## src/rtl/quadrature_decoder_pkg.sv

```systemverilog
// Shared encodings for the quadrature decoder: quadrant codes, FSM states and
// rotation direction values.
package quadrature_decoder_pkg;

  typedef logic [1:0] quad_t;

  localparam quad_t Q0 = 2'd0;  // re >= 0, im >= 0
  localparam quad_t Q1 = 2'd1;  // re <  0, im >= 0
  localparam quad_t Q2 = 2'd2;  // re <  0, im <  0
  localparam quad_t Q3 = 2'd3;  // re >= 0, im <  0

  typedef enum logic [1:0] {
    IDLE    = 2'd0,
    ACQUIRE = 2'd1,
    TRACK   = 2'd2
  } state_t;

  localparam logic DIR_CCW = 1'b1;
  localparam logic DIR_CW  = 1'b0;

endpackage

```

## src/rtl/quadrant_classify.sv

```systemverilog
// Combinational sign-bit quadrant map and full-precision magnitude squared
// of one signed I/Q sample.
module quadrant_classify
  import quadrature_decoder_pkg::*;
#(
  parameter int W = 8
) (
  input  logic signed [W-1:0] re,
  input  logic signed [W-1:0] im,
  output quad_t               quad,
  output logic [2*W-1:0]      mag_sq
);

  logic signed [2*W-1:0] re_x;
  logic signed [2*W-1:0] im_x;
  logic signed [2*W-1:0] re_sq;
  logic signed [2*W-1:0] im_sq;

  // Each square is at most 2^(2W-2), so the 2W-bit unsigned sum cannot overflow.
  assign re_x   = {{W{re[W-1]}}, re};
  assign im_x   = {{W{im[W-1]}}, im};
  assign re_sq  = re_x * re_x;
  assign im_sq  = im_x * im_x;
  assign mag_sq = re_sq + im_sq;

  always_comb begin
    case ({re[W-1], im[W-1]})
      2'b00:   quad = Q0;
      2'b10:   quad = Q1;
      2'b11:   quad = Q2;
      default: quad = Q3;
    endcase
  end

endmodule

```

## src/rtl/quadrature_decoder.sv

```systemverilog
// Quadrature I/Q decoder: tracks quadrant, rotation direction, revolution count,
// samples-per-revolution period and lock from a stream of signed samples.
module quadrature_decoder
  import quadrature_decoder_pkg::*;
#(
  parameter int W         = 8,
  parameter int CNT_W     = 16,
  parameter int LOCK_REVS = 4
) (
  input  logic                clk,
  input  logic                rst_n,
  input  logic                clear,
  input  logic                sample_valid,
  input  logic signed [W-1:0] re_in,
  input  logic signed [W-1:0] im_in,
  output logic [1:0]          quadrant,
  output logic                direction,
  output logic [7:0]          rev_count,
  output logic [CNT_W-1:0]    period,
  output logic                period_valid,
  output logic [2*W-1:0]      mag_sq,
  output logic                locked,
  output logic                error
);

  localparam int            LW        = $clog2(LOCK_REVS + 1);
  localparam logic [LW-1:0] LOCK_LAST = LW'(LOCK_REVS - 1);

  state_t           state;
  state_t           state_next;
  quad_t            q_new;
  logic [2*W-1:0]   mag_new;
  logic [CNT_W-1:0] cnt;
  logic [CNT_W-1:0] cnt_inc;
  logic [LW-1:0]    lock_cnt;
  logic             armed;
  logic [1:0]       step;
  logic             active;
  logic             step_ccw;
  logic             step_cw;
  logic             jump;
  logic             moved;
  logic             fault;
  logic             q0_entry;

  quadrant_classify #(.W(W)) u_classify (
    .re     (re_in),
    .im     (im_in),
    .quad   (q_new),
    .mag_sq (mag_new)
  );

  // The quadrant register doubles as the previous quadrant for step evaluation.
  always_comb begin
    active   = sample_valid && !clear && (state != IDLE);
    step     = q_new - quadrant;
    step_ccw = active && (step == 2'd1);
    step_cw  = active && (step == 2'd3);
    jump     = active && (step == 2'd2);
    moved    = step_ccw || step_cw;
    fault    = jump || (moved && (step_ccw != direction));
    q0_entry = moved && (q_new == Q0);
    cnt_inc  = (&cnt) ? cnt : cnt + 1'b1;
  end

  // NOTE: registers use non-blocking assignments so every flop samples pre-edge values.
  always_ff @(posedge clk or negedge rst_n) begin
    if (!rst_n) state <= IDLE;
    else        state <= state_next;
  end

  // NOTE: state_next takes a default first so no path leaves it unassigned.
  always_comb begin
    state_next = state;
    if (clear) begin
      state_next = IDLE;
    end else if (sample_valid) begin
      case (state)
        IDLE:    state_next = ACQUIRE;
        ACQUIRE: if (!fault && q0_entry && (lock_cnt == LOCK_LAST)) state_next = TRACK;
        TRACK:   if (fault) state_next = ACQUIRE;
        default: state_next = IDLE;
      endcase
    end
  end

  always_comb begin
    locked = (state == TRACK);
  end

  always_ff @(posedge clk or negedge rst_n) begin
    if (!rst_n) begin
      quadrant     <= Q0;
      direction    <= DIR_CW;
      rev_count    <= '0;
      period       <= '0;
      period_valid <= 1'b0;
      mag_sq       <= '0;
      error        <= 1'b0;
      cnt          <= '0;
      lock_cnt     <= '0;
      armed        <= 1'b0;
    end else if (clear) begin
      quadrant     <= Q0;
      direction    <= DIR_CW;
      rev_count    <= '0;
      period       <= '0;
      period_valid <= 1'b0;
      mag_sq       <= '0;
      error        <= 1'b0;
      cnt          <= '0;
      lock_cnt     <= '0;
      armed        <= 1'b0;
    end else begin
      period_valid <= 1'b0;
      error        <= jump;
      if (sample_valid) begin
        quadrant <= q_new;
        mag_sq   <= mag_new;
        cnt      <= cnt_inc;
        if (moved) direction <= step_ccw ? DIR_CCW : DIR_CW;
        // A Q0 entry closes a revolution; the first one after a fault only arms.
        if (q0_entry) begin
          rev_count <= rev_count + 8'd1;
          cnt       <= '0;
          if (armed && !fault) begin
            period       <= cnt_inc;
            period_valid <= 1'b1;
          end
        end
        if (fault) begin
          lock_cnt <= '0;
          armed    <= 1'b0;
        end else if (q0_entry) begin
          armed <= 1'b1;
          if (state == ACQUIRE) lock_cnt <= lock_cnt + 1'b1;
        end
      end
    end
  end

endmodule

```

## config.mk

```make
export PLATFORM = sky130hd
export DESIGN_NAME = quadrature_decoder
export DESIGN_NICKNAME = d
export VERILOG_FILES = /design/src/rtl/quadrature_decoder_pkg.sv /design/src/rtl/quadrant_classify.sv /design/src/rtl/quadrature_decoder.sv
export SDC_FILE = /design/constraint.sdc
export NUM_CORES = 1
export LEC_CHECK = 0
export ABC_AREA = 1
export ABC_CLOCK_PERIOD_IN_PS = 1900
export CAP_MARGIN = 0
export CORE_UTILIZATION = 45
export DETAILED_ROUTE_END_ITERATION = 7
export PLACE_DENSITY = 0.73
export SETUP_SLACK_MARGIN = 0.5
export SYNTH_ARGS = -nofsm -noshare
export SYNTH_HDL_FRONTEND = slang
export SYNTH_SLANG_ARGS = --single-unit
```

## constraint.sdc

```tcl
create_clock -name clk -period 1.9 [get_ports clk]
set_input_delay 0.38 -clock clk [delete_from_list [all_inputs] [get_ports clk]]
set_output_delay 0.38 -clock clk [all_outputs]
set_load 0.005 [all_outputs]
```

After elaboration in Yosys (flattened, before gate mapping). Cells that the tools add are included.

Output and inout port bits: 46. Input port bits: 20. Register bits: 67. Logic and storage cells: 99.

Eq/ne operators: 11. $mul: 2. Add/subtract/negate cells: 5. Muxes and demuxes: 39. Reduce and logical (&&, ||, !) cells: 31.

Operator list (number): 2-to-1 mux 16 bit (10); multiplier 8 x 8 -> 16 bit (2); 2-to-1 mux 8 bit (3); adder 16 x 1 -> 16 bit, second input constant (1); adder 16 bit (1); AND reduction 16 bit (1); 2-to-1 mux 3 bit (5); 2-to-1 mux 1 bit (13); 2-to-1 mux 2 bit (6); one-hot mux 2 bit (3 select lines) (2); == test 2 bit, second input constant (5); logical AND 1 bit (10); nonzero test 2 bit (5); AND reduction 3 bit (3); adder 8 x 1 -> 8 bit, second input constant (1); logical NOT 2 bit (3); AND reduction 2 bit (3); nonzero test 3 bit (2); == test 2 x 1 -> 1 bit, second input constant (2); adder 3 x 1 -> 3 bit, second input constant (1); == test 3 x 2 -> 1 bit, second input constant (1); inequality test 3 x 2 -> 1 bit, second input constant (1); inequality test 3 bit, second input constant (1); logical NOT 1 bit (2); other kinds (3) (4).

Logic depth before layout (Yosys ltp). Gate-level depths: netlist (run 1).

Depth in word-level cells: 15. Depth in mapped cells: 29. Mapped depth without buffers: 28.

Modules after synthesis. Synthesis (run 1) repeated with hierarchy kept, for this count alone.

Cell total of the unflattened synthesis: 990. Area, all modules: 8149.1 µm².

Modules (own cells, without submodules): quadrant_classify (sequential area each 0.0 µm², cells an instance 622, instances 1, area each 4916.0 µm²); quadrature_decoder (sequential area each 1676.6 µm², cells an instance 368, instances 1, area each 3233.1 µm²).

Worst setup path after synthesis (run 1). Ideal clock, no wire load.

Path type: input-to-reg. Start point: in im_in[7]. End point: reg mag_sq[13]. Library setup time: 0.123 ns. Arrival time: 5.257 ns. Path slack: -3.480 ns. Stages: 19. Path buffers: 1. Data required time: 1.777 ns. Cells stage by stage: clkbuf_1 > nand2_1 > inv_1 > fa_1 > fa_1 > fa_1 > fa_1 > fa_1 > inv_1 > fa_1 > inv_1 > ha_1 > nand2_1 > o21ai_0 > a21oi_1 > o21ai_0 > a21oi_1 > o21ai_0 > nand2_1.

Word-level cells in the longest chain between the ends: 4.

Ends and longest elaborated chain: start: declaration (RTL line quadrature_decoder.sv:15) `input logic signed [W-1:0] im_in,`; multiplier 8 x 8 -> 16 bit (RTL line quadrant_classify.sv:23) `assign im_sq = im_x * im_x;`; adder 16 bit (RTL line quadrant_classify.sv:24) `assign mag_sq = re_sq + im_sq;`; 2-to-1 mux 16 bit (RTL line quadrature_decoder.sv:117) `if (sample_valid) begin`; 2-to-1 mux 16 bit (RTL line quadrature_decoder.sv:103) `end else if (clear) begin`; end signal: assignment (RTL line quadrature_decoder.sv:119) `mag_sq <= mag_new;`; end: declaration (RTL line quadrature_decoder.sv:21) `output logic [2*W-1:0] mag_sq,`.

Every way passes these cells. The select of a mux whose other input is x is not followed. A chain may end at the register's enable or synchronous reset.

Worst setup path in the final report (run 1). Same ends and word-level chain as after synthesis.

==> out/results.tsv, run 1 <==
stage	metric	value	unit
run_status	status	finished, violations left	
run_status	failing checks	negative setup slack	
logic_synthesis	Synth area leaders	fa_1 28%, dfrtp_1 21%, nand2_1 11%	
place	placed insts	1352	
final_layout	Antenna Cells	0	
sta	FMAX	0.208	GHz
logic_synthesis	Async S/R FF share, synth	1.00	
route	Via-to-Cell Ratio	4.97	
floorplan	core box area	0.0173	mm^2
route	Post-DRT Antenna Nets	0	
final_layout	non-filler cells, final	1427	
sta	setup ws final	-2.91	ns
place	HPWL Detailed	15.0	mm
global_routing	gr ovfl total	0	
setup_path	data arrival time of the worst path	5.03	ns
final_layout	area grow syn2layout	49.7	%
setup_path	CP startpoint kind	primary input	
logic_synthesis	register area share after synthesis	0.210	
final_layout	layout cells sized above 1	0.368	
setup_path	worst path bufs/invs	6	
floorplan	Die Width	135	um
cts	clk buf depth	2	
place	PortBufs	65	
floorplan	Rows	48	
cts	CTS Root Cell	clkbuf_16	
sta	Clock Skew	0.00521	ns
place	placed cell areas	0.0103	mm^2
logic_synthesis	Yosys top cell by area	fa_1	
route	First-pass DRT Iterations	5	
route	Routed wire per std cell	14.8	um
run	number of max-cap violations	0	
final_layout	final-layout fill cell count	1259	
setup_path	CP endpoint kind	flop	
logic_synthesis	main flop type after synthesis	dfrtp_1	
floorplan	initial core utilization	0.461	
route	DRT iter0 DRCs	431	
route	DRC	0	
final_layout	fin area	0.0119	mm^2
logic_synthesis	Post-synth EDFFs	0	
final_layout	Final nets	1391	
logic_synthesis	Synth Instances	971	
sta	Slew headroom	0.734	
setup_path	Cell Chain, Critical Path	buf_6 > buf_12 > buf_8 > inv_8 > nor2_4 > fa_1 > fa_1 > fa_1 > fa_1 > fa_1 > inv_2 > fa_1 > inv_2 > ha_4 > nand2_4 > o21ai_4 > a21oi_2 > o21ai_2 > a21oi_1 > o21ai_1 > nand2_1	
logic_synthesis	FF+latch count, synth	67	
sta	Fin. Hold Viols	0	
setup_path	max incr delay on CP	0.55	ns
sta	setup total negative slack	-43.48	ns
global_routing	vias in the first global route	7375	
sta	number of endpoints failing setup at the final stage	57	
setup_path	most used cell, CP	fa_1	
cts	clk slew on worst S/H paths	0.06	ns
place	RD Place Congestion	0.912	
logic_synthesis	YS warnings	0	
cts	CTS tree	built	
setup_path	Top Family by Delay on Critical Path	adder cells	
global_routing	global-route wire length before repair	34.6	mm
logic_synthesis	Cell Area, Synth	0.00797	mm^2
sta	worst slew pin tran	0.397	ns
global_routing	initial antenna violation count	0	
logic_synthesis	Distinct cells, synth	45	
setup_path	Data required, critical path	2.12	ns
setup_path	CP Class	primary input to flop	
setup_path	maximum fanout along the worst path	5	
sta	Slew Limit Fails	0	
logic_synthesis	Commonest cells post-synth	240 x nand2_1, 225 x inv_1, 111 x fa_1, 67 x dfrtp_1, 63 x ha_1	
cts	clk sinks	67	
logic_synthesis	syn avg cell area	8.21	um^2
cts	Worst-Skew Late Latency	0.34	ns
global_routing	largest net degree at the start of global routing	68	
logic_synthesis	Syn Nets	1165	
floorplan	die area	0.0183	mm^2
route	routed wire length	21.1	mm
logic_synthesis	top cell type's share of synthesized area	0.279	
floorplan	I/O Pins	66	
worst_hold_path	Hold/Removal Path Class	primary input to async pin	
global_routing	GRT Util Overall	0.241	
sta	min cycle time layout	4.81	ns
cts	CTS Buf Count	9	
logic_synthesis	count leader, synth	nand2_1	
cts	H-tree depth	3	
floorplan	die height	135	um
sta	unrepaired setup endpoints after global routing	true	
setup_path	Slowest cell on crit path	fa_1	
sta	period utilization	2.53	
route	vias	7097	
[layer usage]
| layer | part of all wire | vias up | wire length, um | global-route usage |
|---|---|---|---|---|
| li1 | - | 3384 | - | - |
| met1 | 0.41 | 3484 | 8620 | 0.303 |
| met2 | 0.52 | 181 | 10900 | 0.422 |
| met3 | 0.044 | 48 | 925 | 0.0383 |
| met4 | 0.028 | 0 | 591 | 0.0787 |
| met5 | 0 | - | 0 | 0 |
[layout by cell type, fill, tap and decap left out, types with 16 or more instances in the layout]
| cell | Yosys | layout |
|---|---|---|
| inv_2 | 1 | 42 |
| inv_1 | 225 | 178 |
| buf_6 | 2 | 48 |
| buf_4 | 1 | 113 |
| dfrtp_1 | 67 | 65 |
| ha_4 | 0 | 29 |
| nor2_1 | 48 | 32 |
| clkdlybuf4s15_1 | 0 | 19 |
| fa_1 | 111 | 95 |
| fa_2 | 0 | 16 |
| nand2_4 | 1 | 31 |
| xor2_1 | 21 | 19 |
| nand2_1 | 240 | 182 |
| dlygate4sd2_1 | 0 | 25 |
| nand2_2 | 2 | 29 |
| ha_1 | 63 | 34 |
| o21ai_1 | 3 | 23 |
| nand3_1 | 35 | 25 |
[worst reg2reg max path, stage by stage (launching register included)]
cell and delay [ns]:
dfrtp_1 0.40, nand2_1 0.06, nor2_1 0.10, inv_1 0.08
nor2_1 0.24, nand4_1 0.16, nor2_2 0.27, inv_1 0.21
o21ai_0 0.16, nand2_1 0.09, o21ai_1 0.08
[stage by stage]
| stage | hold slack, ns | setup WS [ns] | utilization |
|---|---|---|---|
| after CTS | 0.0747 | -2.94 | 0.670 |
| after detailed placement | 0.432 | -3.64 | 0.597 |
| after global routing | 0.0831 | -3.07 | 0.690 |
| after floorplan | 0.0844 | -2.84 | - |
| final | 0.0621 | -2.91 | 0.690 |
| after global placement | 0.429 | -3.51 | 0.597 |
[sequential cells by signal, summed over array words and instances (netlist names)]
register and cells:
cnt 16, mag_sq 16, period 16, rev_count 8, lock_cnt 3, quadrant 2, state 2, armed 1
direction 1, error 1, period_valid 1
[cell type report]
| class | count | area (um^2) | area share |
|---|---|---|---|
| multi-input cells | 651 | 6430 | 0.539 |
| repair buffers | 238 | 2310 | 0.194 |
| flip-flops and latches | 67 | 1680 | 0.141 |
| inverters | 230 | 916 | 0.0768 |
| well taps | 225 | 282 | 0.0236 |
| clock buffers | 10 | 239 | 0.0200 |
| clock inverters | 6 | 72.6 | 0.00608 |
[worst paths after layout]
check,endpoint,start,cells past startpoint,slack [ns]
worst max-delay path,mag_sq[13]$_DFFE_PN0P_,im_in[7],21,-2.91
worst min-delay path,mag_sq[3]$_DFFE_PN0P_,rst_n,2,0.06
worst max register to register,cnt[7]$_DFFE_PN0P_,cnt[12]$_DFFE_PN0P_,10,-0.04
worst min register to register,period[5]$_DFFE_PN0P_,period[5]$_DFFE_PN0P_,2,0.46
max in group asynchronous,state[0]$_DFFE_PN0P_,rst_n,2,1.53
min in group clk,period[5]$_DFFE_PN0P_,period[5]$_DFFE_PN0P_,2,0.46
[cells by family (layout without fill, tap and decap cells)]
kind of cell / count (synthesis) / in the layout / synth area share
AO/OA/AOI/OAI: 94 / 94 / 0.0683
adder cells (fa/ha/maj): 174 / 174 / 0.378
flip-flops: 67 / 67 / 0.210
buffers and inverters: 254 / 484 / 0.123
AND/OR/NAND/NOR: 357 / 358 / 0.193
XOR/XNOR: 25 / 25 / 0.0275
[what timing repair did]
action	4_1_cts	5_1_grt
pin swaps	129	87
setup endpoints to repair	113	80
hold buffers	0	0
gates resized for setup	285	83
cloned	4	0
setup buffers	41	14
Power of run 1 is not shown: default switching activity piles up to over one toggle a cycle in this logic, so the estimate is an artifact.
==> inputs of run 2 (changes only) <==
Settings changed: CORE_MARGIN set to 2, DONT_BUFFER_PORTS set to 1, PLACE_DENSITY 0.73 to 0.69.
==> run 2 against run 1 <==
The flow finishes with violations (negative hold slack, negative setup slack). Flip-flop and latch count is the same. Register-to-register slack gained 0.02 ns. Critical path depth shrank 3. Sequential share of layout area grew 1.7 points. Critical endpoint is now mag_sq[14]$_DFFE_PN0P_.
==> out/results.tsv, run 2 (synthesis results as in run 1) <==
stage	metric	value	unit
cts	Worst-Skew Late Latency	0.34	ns
cts	H-tree depth	3	
setup_path	CP startpoint kind	primary input	
sta	Fin. Hold Viols	67	
run_status	status	finished, violations left	
route	First-pass DRT Iterations	5	
sta	Slew headroom	0.626	
cts	CTS Buf Count	9	
final_layout	Antenna Cells	0	
sta	min cycle time layout	4.38	ns
final_layout	area of the multi-input gates	0.00656	mm^2
cts	clk slew on worst S/H paths	0.06	ns
setup_path	data arrival time of the worst path	4.65	ns
place	PortBufs	0	
global_routing	global-route wire length before repair	32.4	mm
final_layout	Final nets	1256	
sta	hold slack final	-0.272	ns
worst_hold_path	Hold/Removal Path Class	primary input to async pin	
route	routed wire length	19.6	mm
cts	CTS tree	built	
final_layout	Register Area	0.00168	mm^2
final_layout	most frequent cells in the layout	181 x inv_1, 177 x nand2_1, 101 x fa_1	
place	RD Place Congestion	0.906	
final_layout	commonest non-fill, non-tap cell in the layout	inv_1	
setup_path	maximum fanout along the worst path	8	
route	Post-DRT Antenna Nets	0	
route	DRC	0	
run_status	failing checks	negative hold slack, negative setup slack	
route	vias	6545	
sta	Slew Limit Fails	0	
place	HPWL Detailed	14.5	mm
sta	number of endpoints failing setup at the final stage	28	
route	DRT iter0 DRCs	328	
sta	Clock Skew	0.00804	ns
global_routing	largest net degree at the start of global routing	68	
final_layout	final-layout fill cell count	1391	
place	placed cell areas	0.00931	mm^2
route	Routed wire per std cell	15.2	um
sta	FMAX	0.229	GHz
cts	CTS Root Cell	clkbuf_16	
global_routing	GRT Util Overall	0.219	
sta	worst slew pin tran	0.561	ns
global_routing	layer with the highest usage	met2	
cts	clk buf depth	2	
floorplan	core box area	0.0173	mm^2
route	Via-to-Cell Ratio	5.07	
global_routing	initial antenna violation count	0	
global_routing	vias in the first global route	7029	
sta	setup ws final	-2.48	ns
global_routing	gr ovfl total	0	
sta	unrepaired setup endpoints after global routing	true	
final_layout	area grow syn2layout	34.1	%
final_layout	layout cells sized above 1	0.342	
global_routing	GR Util met1	0.269	
floorplan	initial core utilization	0.461	
sta	period utilization	2.30	
floorplan	Die Width	137	um
global_routing	met2 usage	0.388	
final_layout	top flop regs	cnt (16), mag_sq (16), period (16)	
setup_path	CP endpoint kind	flop	
cts	clk sinks	67	
setup_path	Data required, critical path	2.18	ns
setup_path	CP Class	primary input to flop	
final_layout	fin area	0.0107	mm^2
floorplan	Rows	48	
floorplan	die area	0.0188	mm^2
global_routing	M3 GR Usage	0.0526	
run	number of max-cap violations	0	
floorplan	die height	137	um
floorplan	I/O Pins	66	
-- run 2: changes by cell type in the layout (fill, tap and decap cells not counted), moves of 8 or more --
| cell | delta |
|---|---|
| clkdlybuf4s15_1 | -19 |
| nand2_2 | +9 |
| nand2_4 | -8 |
| buf_6 | -31 |
| buf_4 | -35 |
| dlygate4sd2_1 | -25 |
-- run 2: worst paths after layout --
path	slack, ns	depth (start not counted)	end	from
min	-0.27	0	cnt[7]$_DFFE_PN0P_	rst_n
max reg2reg	-0.02	12	period[11]$_DFFE_PN0P_	quadrant[0]$_DFFE_PN0P_
max in group asynchronous	2.06	0	state[0]$_DFFE_PN0P_	rst_n
min reg2reg	0.50	2	period[13]$_DFFE_PN0P_	period[13]$_DFFE_PN0P_
max	-2.48	18	mag_sq[14]$_DFFE_PN0P_	im_in[6]
min in group clk	0.10	1	rev_count[2]$_DFFE_PN0P_	clear
-- run 2: area by class of cell --
type                    instances  area share
clock inverters                 6     0.00304
clock buffers                  10      0.0214
well taps                     225      0.0263
inverters                     230      0.0899
repair buffers                103      0.0879
multi-input cells             651       0.614
flip-flops and latches         67       0.158
-- run 2: what timing repair did --
| action | in CTS | in global routing |
|---|---|---|
| setup buffers | 17 | 9 |
| endpoints found under the hold margin | 67 | 67 |
| endpoints found under the setup margin | 63 | 64 |
| gates resized for setup | 92 | 110 |
| cloned | 2 | 0 |
| pin swaps | 70 | 79 |
-- run 2: per-stage QoR --
step / util / TNS [ns] / setup WS (ns) / instances
after global routing: 0.618 / -31.81 / -2.70 / 1292
final: 0.618 / -27.82 / -2.48 / 1292
after detailed placement: 0.538 / -40.22 / -2.86 / 1248
after CTS: 0.587 / -27.66 / -2.49 / 1283
after global placement: 0.538 / -38.85 / -2.84 / 1248
after floorplan: - / -35.65 / -2.84 / 971
-- run 2: per-layer routing --
layer	wire length, um	up-vias
li1	-	3107
met1	7830	3253
met2	10000	141
met3	1160	44
met4	587	0
met5	0	-
-- run 2: worst max-delay path, cell delays in order --
cell and delay (ns):
nand2_2 0.07, inv_2 0.04, fa_1 0.49, fa_1 0.51, fa_1 0.59, fa_2 0.45
fa_1 0.48, inv_1 0.05, fa_1 0.52, inv_2 0.05, ha_4 0.27, a21oi_4 0.16
o21ai_1 0.09, nand2_1 0.07, nand4_1 0.11, a21oi_1 0.17, o21ai_1 0.07, nand2_1 0.07
Power of run 2 is left out for the same reason.
